**src/rtl/result_uart_tx.sv**
```systemverilog
// result_uart_tx: captures a 24-bit result word on a trigger pulse and
// serialises it as 8N1 UART frames, MSB byte first.
// Optional build macro RESULT_UART_TX_CHECKSUM_EN appends a 4th frame
// carrying the XOR of the three data bytes.
module result_uart_tx #(
  parameter int CLKS_PER_BIT  = 868,
  parameter int IDLE_GAP_BITS = 0
) (
  input  logic        clk,
  input  logic        rst,
  input  logic        trigIn,
  input  logic [23:0] dataIn,
  output logic        txOut,
  output logic        busy,
  output logic        txDone,
  output logic [7:0]  dropCnt
);

  typedef enum logic [2:0] {
    S_IDLE,
    S_START,
    S_DATA,
    S_STOP,
    S_GAP
  } state_t;

  localparam logic [15:0] BAUD_LAST = 16'(CLKS_PER_BIT - 1);
  localparam logic [15:0] GAP_LAST  = 16'((IDLE_GAP_BITS > 0) ? IDLE_GAP_BITS - 1 : 0);
`ifdef RESULT_UART_TX_CHECKSUM_EN
  localparam logic [1:0]  LAST_BYTE = 2'd3;
`else
  localparam logic [1:0]  LAST_BYTE = 2'd2;
`endif

  state_t      state_q, state_d;
  logic [15:0] baud_q, baud_d;
  logic [15:0] gap_q, gap_d;
  logic [2:0]  bit_q, bit_d;
  logic [1:0]  byte_q, byte_d;
  logic [23:0] word_q, word_d;
  logic        tx_q, tx_d;
  logic        busy_q, busy_d;
  logic        done_q, done_d;
  logic [7:0]  drop_q, drop_d;

  logic [7:0]  cur_byte;
  logic        baud_wrap;
  logic        frame_end;

  assign baud_wrap = (baud_q == BAUD_LAST);

  // Select the byte currently on the wire from the latched word.
  always_comb begin
    cur_byte = word_q[7:0];
    case (byte_q)
      2'd0:    cur_byte = word_q[23:16];
      2'd1:    cur_byte = word_q[15:8];
      2'd2:    cur_byte = word_q[7:0];
`ifdef RESULT_UART_TX_CHECKSUM_EN
      default: cur_byte = word_q[23:16] ^ word_q[15:8] ^ word_q[7:0];
`else
      default: cur_byte = word_q[7:0];
`endif
    endcase
  end

  // Next-state, bit timing, line level and drop counting.
  always_comb begin
    state_d   = state_q;
    baud_d    = baud_q;
    gap_d     = gap_q;
    bit_d     = bit_q;
    byte_d    = byte_q;
    word_d    = word_q;
    tx_d      = tx_q;
    busy_d    = busy_q;
    done_d    = 1'b0;
    drop_d    = drop_q;
    frame_end = 1'b0;

    // Triggers outside IDLE never touch the word in flight, only the count.
    if (trigIn && (state_q != S_IDLE) && (drop_q != 8'hFF))
      drop_d = drop_q + 8'd1;

    if (state_q != S_IDLE)
      baud_d = baud_wrap ? 16'd0 : baud_q + 16'd1;

    case (state_q)
      S_IDLE: begin
        tx_d   = 1'b1;
        busy_d = 1'b0;
        if (trigIn) begin
          word_d  = dataIn;
          byte_d  = 2'd0;
          bit_d   = 3'd0;
          baud_d  = 16'd0;
          gap_d   = 16'd0;
          state_d = S_START;
          tx_d    = 1'b0;
          busy_d  = 1'b1;
        end
      end
      S_START: begin
        if (baud_wrap) begin
          state_d = S_DATA;
          bit_d   = 3'd0;
          tx_d    = cur_byte[0];
        end
      end
      S_DATA: begin
        if (baud_wrap) begin
          if (bit_q == 3'd7) begin
            state_d = S_STOP;
            tx_d    = 1'b1;
          end else begin
            bit_d = bit_q + 3'd1;
            tx_d  = cur_byte[bit_q + 3'd1];
          end
        end
      end
      S_STOP: begin
        if (baud_wrap) begin
          if (IDLE_GAP_BITS > 0) begin
            state_d = S_GAP;
            gap_d   = 16'd0;
          end else begin
            frame_end = 1'b1;
          end
        end
      end
      S_GAP: begin
        if (baud_wrap) begin
          if (gap_q == GAP_LAST) frame_end = 1'b1;
          else                   gap_d = gap_q + 16'd1;
        end
      end
      default: state_d = S_IDLE;
    endcase

    // End of a frame: either start the next byte or finish the word.
    if (frame_end) begin
      if (byte_q != LAST_BYTE) begin
        byte_d  = byte_q + 2'd1;
        state_d = S_START;
        tx_d    = 1'b0;
      end else begin
        state_d = S_IDLE;
        tx_d    = 1'b1;
        busy_d  = 1'b0;
        done_d  = 1'b1;
      end
    end
  end

  // State register with synchronous reset; reset aborts any frame.
  always_ff @(posedge clk) begin
    if (rst) begin
      state_q <= S_IDLE;
      baud_q  <= 16'd0;
      gap_q   <= 16'd0;
      bit_q   <= 3'd0;
      byte_q  <= 2'd0;
      word_q  <= 24'd0;
      tx_q    <= 1'b1;
      busy_q  <= 1'b0;
      done_q  <= 1'b0;
      drop_q  <= 8'd0;
    end else begin
      state_q <= state_d;
      baud_q  <= baud_d;
      gap_q   <= gap_d;
      bit_q   <= bit_d;
      byte_q  <= byte_d;
      word_q  <= word_d;
      tx_q    <= tx_d;
      busy_q  <= busy_d;
      done_q  <= done_d;
      drop_q  <= drop_d;
    end
  end

  assign txOut   = tx_q;
  assign busy    = busy_q;
  assign txDone  = done_q;
  assign dropCnt = drop_q;

endmodule

```
**config.mk**
```make
export PLATFORM = sky130hd
export DESIGN_NAME = result_uart_tx
export DESIGN_NICKNAME = d
export VERILOG_FILES = /design/src/rtl/result_uart_tx.sv
export SDC_FILE = /design/constraint.sdc
export NUM_CORES = 1
export LEC_CHECK = 0
export ABC_AREA = 1
export CORE_UTILIZATION = 35
export CTS_CLUSTER_DIAMETER = 60
export DETAILED_ROUTE_END_ITERATION = 16
export DONT_BUFFER_PORTS = 1
export GPL_TIMING_DRIVEN = 0
export MAX_ROUTING_LAYER = met4
export PLACE_DENSITY_LB_ADDON = 0.08
export SYNTH_ARGS = -nofsm -noshare
export SYNTH_HDL_FRONTEND = slang
export SYNTH_SLANG_ARGS = --single-unit
```
**constraint.sdc**
```tcl
create_clock -name clk -period 1.55 [get_ports clk]
set_input_delay 0.0775 -clock clk [delete_from_list [all_inputs] [get_ports clk]]
set_output_delay 0.0775 -clock clk [all_outputs]
set_load 0.01 [all_outputs]
```
=== Word-level counts from Yosys, hierarchy flattened ===
Cells that the tools add are included.

* Register bits: 75
* Input port bits: 27
* Output and inout bits: 11
* Word-level logic and storage cells: 95

* Add/sub/neg operators: 5
* $lt $le $gt $ge: 1
* Equality and inequality tests: 20
* Muxes and demuxes: 42
* Bitwise gates (word level): 1
* Reductions and logical operators: 16

{| class="wikitable"
|+ Operators with widths
! cell !! number
|-
| two-way mux 16 bit || 7
|-
| adder 16 x 1 -> 16 bit (second input constant) || 2
|-
| case mux 16 bit (2 select lines) || 1
|-
| two-way mux 3 bit || 9
|-
| equality test 16 x 10 -> 1 bit (second input constant) || 1
|-
| logical NOT 16 bit || 1
|-
| case mux 8 bit (2 select lines) || 1
|-
| two-way mux 1 bit || 15
|-
| != test 2 bit (second input constant) || 7
|-
| != test 3 bit (second input constant) || 4
|-
| case mux 3 bit (4 select lines) || 1
|-
| AND reduction 5 bit || 2
|-
| case mux 3 bit (3 select lines) || 1
|-
| adder 8 x 1 -> 8 bit (second input constant) || 1
|-
| two-way mux 2 bit || 4
|-
| != test 8 bit (second input constant) || 1
|-
| equality test 3 x 2 -> 1 bit (second input constant) || 2
|-
| equality test 3 bit (second input constant) || 2
|-
| nonzero test 3 bit || 2
|-
| less-than comparator 3 x 4 -> 1 bit (second input constant) || 1
|-
| AND reduction 4 bit || 1
|-
| nonzero test 4 bit || 1
|-
| OR reduction 2 bit || 2
|-
| adder 3 x 1 -> 3 bit (second input constant) || 1
|-
| 14 further kinds || 15
|}

=== Logic depth before layout (Yosys ltp) ===
* Depth after elaboration: 8
* Gate-level depth with buffers: 15
* Gate-level depth less buffers: 14

=== Least setup slack after synthesis ===
No wires, ideal clock.

* Path kind: register to register
* Start: register state_q[0]
* End: register baud_q[14]
* Library setup time: 0.114 ns
* Arrival time: 1.565 ns
* Required time: 1.436 ns
* Setup slack: -0.129 ns
* Cell stages (with the launch flop): 12
* Buffers on the path: 0
* Period minus slack after synthesis: 1.679 ns
* Path through: dfxtp_1 inv_1 ha_1 inv_1 nand3_2 nor3_2 nand3_1 nor2_1 inv_2 nor2_1 xor2_1 nor2_1

* Longest elaborated chain between the ends: 4
* Elaborated cells between the ends (all ways): 5
* Classes of those cells: mux: 3; reduce/logical: 2

{| class="wikitable"
|+ Ends and longest elaborated chain
! element !! RTL line !! RTL
|-
| start: declaration || 35 || <nowiki>state_t state_q, state_d;</nowiki>
|-
| start signal: assignment || 169 || <nowiki>state_q <= state_d;</nowiki>
|-
| nonzero test 3 bit || 85 || <nowiki>if (state_q != S_IDLE)</nowiki>
|-
| two-way mux 16 bit || 85 ||
|-
| two-way mux 16 bit || 92 || <nowiki>if (trigIn) begin</nowiki>
|-
| two-way mux 16 bit (*) || 88 || <nowiki>case (state_q)</nowiki>
|-
| end signal: assignment || 170 || <nowiki>baud_q <= baud_d;</nowiki>
|-
| end: declaration || 36 || <nowiki>logic [15:0] baud_q, baud_d;</nowiki>
|}

Every way passes the cells marked *; elsewhere a longest branch is shown, timed or not.
A chain may end at the register's enable or synchronous reset.

=== Final worst setup path ===
* Start: register bit_q[0]
* End: register tx_q (netlist: txOut)

* Longest elaborated chain between the ends: 7
* Elaborated cells between the ends (all ways): 8
* Classes of those cells: add/sub: 1; eq/ne: 1; mux: 6

{| class="wikitable"
|+ Ends and longest elaborated chain
! element !! RTL line !! RTL
|-
| start: declaration || 38 || <nowiki>logic [2:0] bit_q, bit_d;</nowiki>
|-
| start signal: assignment || 172 || <nowiki>bit_q <= bit_d;</nowiki>
|-
| adder 3 x 1 -> 3 bit || 117 || <nowiki>tx_d = cur_byte[bit_q + 3'd1];</nowiki>
|-
| binary-select mux 1 bit (select 3 bit) || 117 ||
|-
| two-way mux 1 bit (not written as such) || 117 ||
|-
| two-way mux 1 bit (*) || 112 || <nowiki>if (bit_q == 3'd7) begin</nowiki>
|-
| two-way mux 1 bit (*) || 111 || <nowiki>if (baud_wrap) begin</nowiki>
|-
| case mux 1 bit (3 select lines) (*) || 88 ||
|-
| two-way mux 1 bit (*) || 141 || <nowiki>if (frame_end) begin</nowiki>
|-
| end signal: assignment || 175 || <nowiki>tx_q <= tx_d;</nowiki>
|-
| end: declaration || 41 || <nowiki>logic tx_q, tx_d;</nowiki>
|}

Every way passes the cells marked *; elsewhere a longest branch is shown, timed or not. The select of a mux whose other input is x is not followed.

==> impl_metrics.yaml <==
synthesis:
  syn_inst: 393
  synth_warnings: 0
  ys_seq_elements: 58
  synth_nets: 429
  synth_area_per_cell_sq_um: 7.27
  synth.cell_area_sq_um: 2860
  synth.distinct_cells: 36
  ys_seq_area_share_pct: 40.6
finish:
  diodes: 0
  final_cell_mix: "nor2_1, nand2_1, dfxtp_1"
  instances_no_fill: 564
  fillers: 807
  drive_gt1_share_pct: 29.4
  layout_commonest_cell: "nor2_1"
  fin_nets: 493
  final_util_pct: 51.5
  area_growth_pct: 40.6
sta:
  hold_viol: 0
  max-slew-margin-rel_pct: 60.8
  hold_ws_ns: 0.0252
  fin_ws_ns: -0.0457
  slew_violations: 0
  min_period_ns: 1.60
  clock_skew_ns: 0.0133
  setup_viol: 7
  period_share_pct: 103
  fmax_mhz: 627
  worst_pin_slew_ns: 0.588
  rsz0062_at_grt: "yes"
drt:
  ant_nets: 0
  wl_um: 7630
  firstDrtPassIters: 4
  route.detailed.drc: 0
  vias_per_cell: 4.92
  first_iter_violations: 91
  wire_per_inst_um: 13.5
  vias: 2774
setup_path:
  slowest_delay_ns: 0.35
  crit_required_ns: 1.77
  arrival_ns: 1.82
  cp_common_cell: "nand2_1"
  path_max_fanout: 5
  cp_cell_sequence: "ha_4 -> inv_2 -> a21oi_2 -> nand3_1 -> nand3_1 -> nand2_1 -> a21boi_1 -> nand2_1 -> nand2_1 -> nand2_1 -> nand2_1 -> nand2_1"
  cp-start-kind: "register"
  crit_type: "register to register"
  cp-end-kind: "register"
  crit_slowest_cell: "dfxtp_4"
clock_network:
  clock_latency_ns: 0.34
  cts_max_level: 3
  cts_tree: "built"
  cts-root-buf: "clkbuf_8"
  clk_pin_slew_ns: 0.07
  clk_path_buf_depth: 2
  cts_sinks: 58
  numCtsBuffers: 9
grt:
  gr-total-overflow: 0
  grt_max_degree: 11
  antenna_found_initial: 0
  grt_pass1_wl_um: 12500
  grt_pass1_vias: 2555
  track_usage_pct: 19.3
die:
  coreArea_sq_um: 7810
  start_util_pct: 36.6
  die_w_um: 92.4
  pin_count: 38
  rows: 32
  die_h_um: 92.4
  dieArea_sq_um: 8530
power:
  clkPwrFrac_pct: 23.6
  intPower_mw: 3.51
  power.density_nw_per_um2: 1420
  switching_share_pct: 38.4
  p_seq_share_pct: 35.7
  power_frac_comb_pct: 40.7
  ir_drop_v: 0.000650
  total_power_mw: 5.71
  power.switching_mw: 2.19
  p_leak_nw: 1.54
place:
  place_congestion: 0.814
  place_inst: 495
  hpwl_um: 5160
  port_buffers: 0
run_status:
  violations: "negative setup slack"
  status: "finished with violations"
worst_hold_path:
  min_path_type: "input port to register"
job:
  cap_violations: 0
synth_stat cells, drive strengths merged:
master	number	area share [%]
clkinv	1	0.13
xor2	6	1.8
and3	1	0.22
nor3b	3	0.79
nor4	10	3.2
nor3	7	1.4
a211oi	4	1.1
nand4	6	1.5
inv	36	4.7
o21ai	35	6.5
a21boi	1	0.26
dfxtp	58	41
a31oi	1	0.22
xnor2	2	0.61
nand2	58	8.1
nand3	35	6.5
ha	9	3.9
o31ai	2	0.70
buf	5	1.4
clkbuf	7	0.92
or2	1	0.22
nor2	79	11
a21oi	26	4.6
final cells by class:
type	count	area, sq um	share of cell area, %
plain buffers	12	81.3	2.02
clock buffers	10	128	3.17
clock inverters	6	57.6	1.43
inverters	37	151	3.77
multi-input cells	286	1780	44.2
flip-flops and latches	58	1210	30.0
well taps	102	128	3.17
repair buffers	53	493	12.3
flip-flops by register name, summed over array words and instances (netlist names), named ones only:
register,count
busy,1
dropCnt,8
baud_q,16
bit_q,3
word_q,24
byte_q,1
state_q,2
txDone,1
txOut,1
per-stage QoR:
| step | cell area, sq um | TNS (ns) | setup slack (ns) |
|---|---|---|---|
| floorplan | 2880 | -0.133 | -0.0808 |
| global placement | 3000 | -8.85 | -0.284 |
| detailed placement | 3000 | -9.11 | -0.275 |
| CTS | 3740 | -0.577 | -0.0744 |
| global route | 4020 | -1.96 | -0.147 |
| finish | 4020 | -0.162 | -0.0457 |
final timing paths:
path                            startpoint          to  slack (ns)  cells past startpoint
worst min register to register    bit_q[2]    bit_q[2]        0.47                      2
worst max-delay path              bit_q[0]       txOut       -0.05                     12
worst max register to register    bit_q[0]       txOut       -0.05                     12
worst min-delay path                trigIn  dropCnt[5]        0.03                      4
metal layers:
metal / vias up / global-route usage (%) / wire [um]
li1: 1437 / - / -
met1: 1272 / 26.1 / 3830
met2: 55 / 27.8 / 3400
met3: 10 / 5.17 / 325
met4: 0 / 6.25 / 80
met5: - / - / 0
repair_timing:
| item | 4_1_cts | 5_1_grt |
|---|---|---|
| pin swaps | 13 | 19 |
| buffers inserted | 18 | 9 |
| setup endpoints to repair | 51 | 53 |
| hold buffers | 26 | 0 |
| gates cloned | 1 | 0 |
| endpoints found under the hold margin | 27 | 0 |
| resized for setup | 44 | 64 |
power groups by stage:
stage	sequential [mW]	combinational, mW	clock (mW)
5_1_grt	2.07	2.58	1.46
3_5_place_dp	2.04	1.66	0
4_1_cts	2.03	2.04	1.39
3_3_place_gp	2.03	1.67	0
6_report	2.04	2.32	1.35
2_1_floorplan	1.97	1.31	0
worst max-delay path, delay by kind of cell, from the launching register on:
family,cells,cell delay [ns]
and+or+nand+nor,8,0.54
adders and majority gates,1,0.29
DFF,1,0.35
buffers and inverters,1,0.05
AOI/OAI and AO/OA,2,0.26
cells by family (layout without fill, tap and decap cells):
kind of cell             after synthesis  count (layout)  share of synthesized area (%)
AND/OR/NAND/NOR                      200             200                           32.6
AO/OA/AOI/OAI                         69              69                           13.3
buffers and inverters                 49             118                           7.13
adder cells (fa/ha/maj)                9               9                           3.94
XOR/XNOR                               8               8                           2.45
flip-flops                            58              58                           40.6
No activity file was read; power rests on OpenSTA's default activity.
